File: src/rtl/coin_acceptor_if.sv
// Coin-sensor bundle between the sensor front end and the vending logic.
//   coin50_raw / coin100_raw : asynchronous sensor lines (high while a coin passes)
//   in50 / in100             : one-cycle accepted-coin strobes
//   jam50 / jam100           : jam level per slot (jammed or waiting for quiet)
//   cnt50 / cnt100           : saturating accepted-coin counts
// master = sensor/consumer side, slave = coin_acceptor side.
interface coin_acceptor_if;
   logic       coin50_raw;
   logic       coin100_raw;
   logic       in50;
   logic       in100;
   logic       jam50;
   logic       jam100;
   logic [7:0] cnt50;
   logic [7:0] cnt100;

   modport master (
      output coin50_raw, coin100_raw,
      input  in50, in100, jam50, jam100, cnt50, cnt100
   );

   modport slave (
      input  coin50_raw, coin100_raw,
      output in50, in100, jam50, jam100, cnt50, cnt100
   );
endinterface

File: src/rtl/coin_acceptor.sv
// Coin acceptor front end: per slot, a 2-flop synchroniser, a width-qualifying
// FSM (glitch / accept / jam / quiet), a registered one-cycle strobe and a
// saturating 8-bit accepted-coin counter. The two slots are independent.
//   clock : rising-edge clock
//   reset : synchronous, active-high
//   bus   : coin_acceptor_if.slave (raw sensors in; strobes, jams, counts out)
module coin_acceptor #(
   parameter int unsigned MIN_HIGH = 4,
   parameter int unsigned MAX_HIGH = 200,
   parameter int unsigned QUIET    = 16
) (
   input logic            clock,
   input logic            reset,
   coin_acceptor_if.slave bus
);

   localparam logic [7:0] MIN_W   = 8'(MIN_HIGH);
   localparam logic [7:0] MAX_W   = 8'(MAX_HIGH);
   localparam logic [7:0] QUIET_W = 8'(QUIET);

   typedef enum logic [1:0] {S_IDLE, S_HIGH, S_JAM, S_QUIET} state_t;

   logic [1:0] raw;
   logic [1:0] strobe_v;
   logic [1:0] jam_v;
   logic [7:0] cnt_v [2];

   assign raw = {bus.coin100_raw, bus.coin50_raw};

   for (genvar c = 0; c < 2; c++) begin : g_ch
      logic       sync1, sync2;
      state_t     state, state_n;
      logic [7:0] w, w_n;
      logic [7:0] q, q_n;
      logic       accept;
      logic       strobe;
      logic [7:0] cnt;

      always_ff @(posedge clock) begin
         if (reset) begin
            sync1  <= 1'b0;
            sync2  <= 1'b0;
            state  <= S_IDLE;
            w      <= '0;
            q      <= '0;
            strobe <= 1'b0;
            cnt    <= '0;
         end else begin
            sync1  <= raw[c];
            sync2  <= sync1;
            state  <= state_n;
            w      <= w_n;
            q      <= q_n;
            strobe <= accept;
            if (accept && (cnt != '1))
               cnt <= cnt + 8'd1;
         end
      end

      always_comb begin
         state_n = state;
         w_n     = w;
         q_n     = q;
         accept  = 1'b0;
         case (state)
            S_IDLE: begin
               if (sync2) begin
                  state_n = S_HIGH;
                  w_n     = 8'd1;
               end
            end
            S_HIGH: begin
               if (sync2) begin
                  if (w == MAX_W)
                     state_n = S_JAM;
                  else
                     w_n = w + 8'd1;
               end else begin
                  accept  = (w >= MIN_W);
                  state_n = S_IDLE;
               end
            end
            // q counts low cycles seen so far, including the current one, so
            // the jam drops on exactly the QUIET-th consecutive low cycle.
            S_JAM: begin
               if (!sync2) begin
                  if (QUIET_W == 8'd1) begin
                     state_n = S_IDLE;
                  end else begin
                     state_n = S_QUIET;
                     q_n     = 8'd1;
                  end
               end
            end
            S_QUIET: begin
               if (sync2) begin
                  state_n = S_JAM;
               end else begin
                  q_n = q + 8'd1;
                  if (q_n == QUIET_W)
                     state_n = S_IDLE;
               end
            end
            default: state_n = S_IDLE;
         endcase
      end

      assign strobe_v[c] = strobe;
      assign jam_v[c]    = (state == S_JAM) || (state == S_QUIET);
      assign cnt_v[c]    = cnt;
   end

   assign bus.in50   = strobe_v[0];
   assign bus.in100  = strobe_v[1];
   assign bus.jam50  = jam_v[0];
   assign bus.jam100 = jam_v[1];
   assign bus.cnt50  = cnt_v[0];
   assign bus.cnt100 = cnt_v[1];

endmodule
File: src/flat_wrapper.sv
// flat-port wrapper written by rule: the top's interface ports become plain ports
module coin_acceptor_flat 
#(
   parameter int unsigned MIN_HIGH = 4,
   parameter int unsigned MAX_HIGH = 200,
   parameter int unsigned QUIET    = 16
)
  (clock, reset, bus_coin50_raw, bus_coin100_raw, bus_in50, bus_in100, bus_jam50, bus_jam100, bus_cnt50, bus_cnt100);
  coin_acceptor_if bus_i ();
  input logic clock;
  input logic reset;
  input wire logic [$bits(bus_i.coin50_raw)-1:0] bus_coin50_raw;
  input wire logic [$bits(bus_i.coin100_raw)-1:0] bus_coin100_raw;
  output wire logic [$bits(bus_i.in50)-1:0] bus_in50;
  output wire logic [$bits(bus_i.in100)-1:0] bus_in100;
  output wire logic [$bits(bus_i.jam50)-1:0] bus_jam50;
  output wire logic [$bits(bus_i.jam100)-1:0] bus_jam100;
  output wire logic [$bits(bus_i.cnt50)-1:0] bus_cnt50;
  output wire logic [$bits(bus_i.cnt100)-1:0] bus_cnt100;
  assign bus_i.coin50_raw = bus_coin50_raw;
  assign bus_i.coin100_raw = bus_coin100_raw;
  assign bus_in50 = bus_i.in50;
  assign bus_in100 = bus_i.in100;
  assign bus_jam50 = bus_i.jam50;
  assign bus_jam100 = bus_i.jam100;
  assign bus_cnt50 = bus_i.cnt50;
  assign bus_cnt100 = bus_i.cnt100;
  coin_acceptor #(.MIN_HIGH(MIN_HIGH), .MAX_HIGH(MAX_HIGH), .QUIET(QUIET)) u_core (.clock(clock), .reset(reset), .bus(bus_i));
endmodule
File: config.mk
export PLATFORM = sky130hd
export DESIGN_NAME = coin_acceptor_flat
export DESIGN_NICKNAME = d
export VERILOG_FILES = /design/src/rtl/coin_acceptor_if.sv /design/src/rtl/coin_acceptor.sv /design/src/flat_wrapper.sv
export SDC_FILE = /design/constraint.sdc
export NUM_CORES = 1
export LEC_CHECK = 0
export ABC_CLOCK_PERIOD_IN_PS = 1600
export BUFFER_PORTS_ARGS = -buffer_cell sky130_fd_sc_hd__buf_2
export CAP_MARGIN = 20
export CORE_AREA = 4 4 90 92
export DETAILED_ROUTE_END_ITERATION = 10
export DIE_AREA = 0 0 94 96
export PLACE_DENSITY_LB_ADDON = 0.2
export SYNTH_ARGS = -nofsm -noshare
export SYNTH_HDL_FRONTEND = slang
export SYNTH_SLANG_ARGS = --single-unit
File: constraint.sdc
create_clock -name clock -period 1.6 [get_ports clock]
set_input_delay 0.24 -clock clock [delete_from_list [all_inputs] [get_ports clock]]
set_output_delay 0.24 -clock clock [all_outputs]
set_load 0.02 [all_outputs]
=== Yosys cells after proc, flatten, opt, wreduce, memory -nomap -nowiden ===
Cells that the tools add are included.

* Magnitude comparators: 2
* Reduce and logical (&&, ||, !) cells: 16
* Equality and inequality tests: 26
* Muxes and demuxes: 32
* $add $sub $neg: 6

{| class="wikitable"
|+ Operator list
! kind !! number
|-
| $mux W8 || 10
|-
| $pmux W8 S2 || 4
|-
| $add A8 B1 Y8 const B || 6
|-
| $mux W2 || 12
|-
| $eq A8 B5 Y1 const B || 2
|-
| $eq A8 B8 Y1 const B || 2
|-
| $ge A8 B3 Y1 const B || 2
|-
| $ne A8 B8 Y1 const B || 2
|-
| $pmux W2 S4 || 2
|-
| $reduce_and A4 Y1 || 4
|-
| $ne A2 B2 Y1 const B || 6
|-
| $eq A2 B2 Y1 const B || 4
|-
| $ne A2 B1 Y1 const B || 4
|-
| $reduce_bool A2 Y1 || 4
|-
| $ne A3 B1 Y1 const B || 2
|-
| $ne A3 B3 Y1 const B || 2
|-
| $reduce_and A3 Y1 || 2
|-
| $eq A2 B1 Y1 const B || 2
|-
| $logic_not A2 Y1 || 2
|-
| $mux W1 || 4
|-
| $logic_and A1 B1 Y1 || 2
|-
| $logic_or A1 B1 Y1 || 2
|}

* Word-level logic and storage cells: 96
* Input port bits: 4
* Bits in registers: 58

=== Logic depth before layout (Yosys ltp) ===
* Depth after elaboration: 5
* Depth in mapped cells: 8
* Gate-level depth less buffers: 7

=== Worst setup path before layout ===
No wires, ideal clock.

* Path type: register to register
* From: reg u_core.g_ch[0].cnt[0] (netlist: u_core.bus.cnt50[0])
* To: reg u_core.g_ch[0].cnt[7] (netlist: u_core.bus.cnt50[7])
* Period minus slack after synthesis: 1.801 ns
* Stages on the path, launching flop included: 7
* Slack: -0.201 ns
* Arrival time: 1.679 ns
* Data required time: 1.479 ns
* Cells stage by stage: dfxtp_1 ha_1 and3_1 and3_1 nor3_2 and3_4 mux2_4

* Word-level cells in the longest chain between the ends: 2

{| class="wikitable"
|+ RTL lines
! what !! RTL line !! text
|-
| from (decl) || coin_acceptor.sv:37 || <nowiki>logic [7:0] cnt;</nowiki>
|-
| from (signal assigned) || coin_acceptor.sv:56 || <nowiki>cnt <= cnt + 8'd1;</nowiki>
|-
| branches (longest 2 deep; another with $add A8 B1 Y8) || n/a ||
|}

Several ways; the timed one is not identified.
A chain may end at the register's enable or synchronous reset.

=== Final worst setup path ===
* From: reg u_core.g_ch[0].w[4]
* To: reg u_core.g_ch[0].cnt[7] (netlist: u_core.bus.cnt50[7])

* Word-level cells in the longest chain between the ends: 4

{| class="wikitable"
|+ RTL lines
! what !! RTL line !! text
|-
| from (decl) || coin_acceptor.sv:33 || <nowiki>logic [7:0] w, w_n;</nowiki>
|-
| from (signal assigned) || coin_acceptor.sv:52 || <nowiki>w <= w_n;</nowiki>
|-
| $ge A8 B3 Y1 || coin_acceptor.sv:79 || <nowiki>accept = (w >= MIN_W);</nowiki>
|-
| $mux W1 || coin_acceptor.sv:73 || <nowiki>if (sync2) begin</nowiki>
|-
| $mux W1 || coin_acceptor.sv:65 || <nowiki>case (state)</nowiki>
|-
| $logic_and A1 B1 Y1 || coin_acceptor.sv:55 || <nowiki>if (accept && (cnt != '1))</nowiki>
|}

Every way passes these cells.

==> summary.txt <==
Drt
  – DRT iter0 DRCs: between 80 and 90
  – Vias per cell: ~5.0
  – First drt pass iteration count: 4
  – Post-route DRC: 0
  – Total number of vias: approximately 2,500
  – Antenna-violating nets left: 0
  – Post-DR wirelength/cell: 12.5 µm
  – Routed WL: 6.32 mm

STA
  – Rel. slew slack: between 70% and 80%
  – Sum of negative setup slack: -0.174 ns
  – Slew @ Worst Pin: 0.424 ns
  – Worst Clk Skew: 0.0112 ns
  – Final Max Slew Viols: 0
  – Final setup vio count: 3
  – RSZ-0062 raised after global routing: true
  – Count of final hold-check violations: 0
  – Fmax: around 590 MHz
  – Tcrit/Tclk final: 105%
  – Final WS setup: -0.0828 ns
  – Fin crit period: between 1.5 and 2 ns

Power and ir drop
  – Sequential Power Share: around 50%
  – PD cells: slightly below 800 nW/µm²
  – Leakage: 1.47 nW
  – Combinational Power Share: 3.4%
  – Switching portion of total power: 22.5%
  – Net Sw Power: ~0.65 mW
  – Clk pwr share: ~46%
  – Tot Pwr: between 2 and 3 mW
  – Peak VDD IR: 0.439 mV
  – Pint: 2.25 mW

GRT
  – Number of global-route vias before repair: 2,269
  – Largest net degree at the start of global routing: 21
  – Global-route wire length before repair: 10.3 mm
  – Tot GR Track Use: between 10 and 15%
  – Antenna violations before repair: 0
  – Gr ovfl total: 0

Synthesis
  – Cells after Synth: 334
  – Mapped Nets: ~350
  – Most frequent cells after synthesis: 58 x dfxtp_1, 43 x nor2_1, 27 x nand2_1, 22 x nand3_1, 16 x a21oi_1
  – Ys Warns: 0
  – Top cell type by total area after synthesis: dfxtp_1
  – Most frequent cell after synthesis: dfxtp_1
  – EDFF count, synth: 0
  – Cell Area, Synth: between 2000 and 3000 µm²
  – Top cells by area, synth: dfxtp_1 40%, nor2_1 5.6%, nand3_1 3.8%
  – Ys async rst share: 0%
  – Yosys top cell area share: 40.4%
  – Mean Syn Cell Area: roughly 8.6 µm²
  – Synth unique cells: between 50 and 60
  – Synthesized flop and latch total: between 50 and 60
  – Post-synth top flop: dfxtp_1
  – Seq/Total Area, Yosys: around two fifths

Outcome
  – Status: finished, violations left
  – Failing checks: negative setup slack

Setup path
  – CP Capture Type: flip-flop
  – Worst path arrival time: approximately 1.9 ns
  – Worst endpoint required time: ~1.8 ns
  – Largest fanout on the critical path: 3
  – Setup CP Type: flip-flop to flip-flop
  – CP Launch Type: flip-flop

Floorplanning
  – Top Ports: 24
  – Starting density of the core: 39.8%
  – Die area: ~9000 µm²
  – FP Rows: 31
  – Die Wd: roughly 94 µm
  – Core Region: slightly above 7000 µm²
  – Chip height: 96 µm

Clock tree
  – Clk slew on worst S/H paths: approximately 0.07 ns
  – CTS Buf Count: 9
  – Clk sinks: 58
  – Longest Clk Path Bufs: 2
  – Worst-skew pair later-pin latency: ~0.32 ns
  – Root Buffer: clkbuf_8
  – CTS tree: yes
  – CTS H-tree lvls: 3

Worst hold path
  – Worst min path class: input port to flip-flop

Placement
  – # placed instances: slightly below 500
  – Number of port buffers: 23
  – Hpwl dp: 4.37 mm
  – Gpl congestion: 0.810

Layout
  – Layout area overhead: 30.7%
  – Share of layout cells above drive strength 1: 31.0%
  – Fin nets: 413
  – Finished Layout Cells: ~500
  – Fillers: 718
  – # diodes: 0

Job
  – Maxcap violations: 0
final timing paths:
| check | start | endpoint | slack (ns) | cells after the start |
|---|---|---|---|---|
| setup / recovery | u_core.g_ch[0].w[4] | u_core.bus.cnt50[7] | -0.08 | 5 |
| hold / removal | bus_coin50_raw | u_core.g_ch[0].sync1 | 0.12 | 2 |
| setup reg to reg | u_core.g_ch[0].w[4] | u_core.bus.cnt50[7] | -0.08 | 5 |
| hold reg to reg | u_core.g_ch[1].sync1 | u_core.g_ch[1].sync2 | 0.45 | 1 |
power groups by stage:
stage               sequential [mW]  clock [mW]  combinational, mW
floorplan                      1.49           0             0.0577
global placement               1.49           0             0.0967
detailed placement             1.49           0             0.0970
CTS                            1.46        1.39             0.0972
global route                   1.46        1.45              0.110
finish                         1.46        1.34             0.0985
layout make-up:
type / instances / area [µm²] / share of cell area (%)
Clock inverter: 5 / 53.8 / 1.43
Tap cell: 99 / 124 / 3.30
Sequential cell: 58 / 1180 / 31.3
Timing Repair Buffer: 70 / 472 / 12.6
Inverter: 6 / 22.5 / 0.600
Multi-Input combinational cell: 256 / 1770 / 47.0
Clock buffer: 11 / 141 / 3.76
cell families after synthesis:
logic type | count (synthesis) | synth area share, %
adders and majority gates | 8 | 3.48
buffers and inverters | 20 | 2.70
AOI/OAI and AO/OA | 55 | 13.8
DFF | 58 | 40.4
and+or+nand+nor | 164 | 30.3
xor gates and xnor gates | 23 | 7.01
muxes | 6 | 2.31
placed cells by master, fill, tap and decap left out, types with 3 or more instances in the layout:
cell type	n
nand3b_1	5
inv_1	5
nor4_1	4
nor2_1	40
a22oi_1	4
xor2_1	11
and3_1	7
buf_4	46
a21oi_1	15
dfxtp_1	50
nor2b_1	12
a221oi_1	3
mux2i_1	4
o21ai_0	11
clkinv_2	3
nand4_1	3
nor3_1	9
a21o_1	4
nor4_2	3
clkbuf_8	10
xnor2_1	11
nand3_1	21
ha_1	8
buf_2	23
nand2b_1	6
nand2_1	26
dfxtp_2	6
o21a_1	3
sequential cells by signal, summed over array words and instances (netlist names), named ones only:
signal and flops:
u_core.bus.cnt100 8, u_core.bus.cnt50 8, u_core.bus.in100 1, u_core.bus.in50 1, u_core.g_ch.q 16, u_core.g_ch.state 2
u_core.g_ch.sync1 2, u_core.g_ch.sync2 2, u_core.g_ch.w 16
what timing repair did:
item	4_1_cts	5_1_grt
hold buffers	0	0
pin swaps	0	13
buffers inserted	1	6
endpoints found under the hold margin	0	0
endpoints found under the setup margin	8	24
gates cloned	1	0
gates resized for setup	5	32
routing by layer:
| layer | part of all wire, % | global-route usage, % | vias to the layer above |
|---|---|---|---|
| li1 | - | - | 1325 |
| met1 | 52 | 19.7 | 1161 |
| met2 | 46 | 22.0 | 23 |
| met3 | 1.6 | 3.28 | 4 |
| met4 | 0.87 | 5.42 | 0 |
| met5 | 0 | 0 | - |
per-stage QoR:
step	util (%)	instance area (µm²)	hold WS [ns]	setup slack, ns
floorplan	-	2880	0.368	-0.0838
detailed placement	46.6	3360	0.438	-0.0996
finish	52.1	3760	0.124	-0.0828
global placement	46.6	3360	0.429	-0.0634
CTS	49.7	3590	0.113	-0.0940
global route	52.1	3760	0.150	-0.130
critical path, cell delays in order, from the launching register on:
cell and delay (ns):
dfxtp_2 0.32, or3_4 0.41, o41ai_4 0.29, nor3_2 0.10, and3_4 0.19, mux2_4 0.28
No activity file was read; power rests on OpenSTA's default activity.
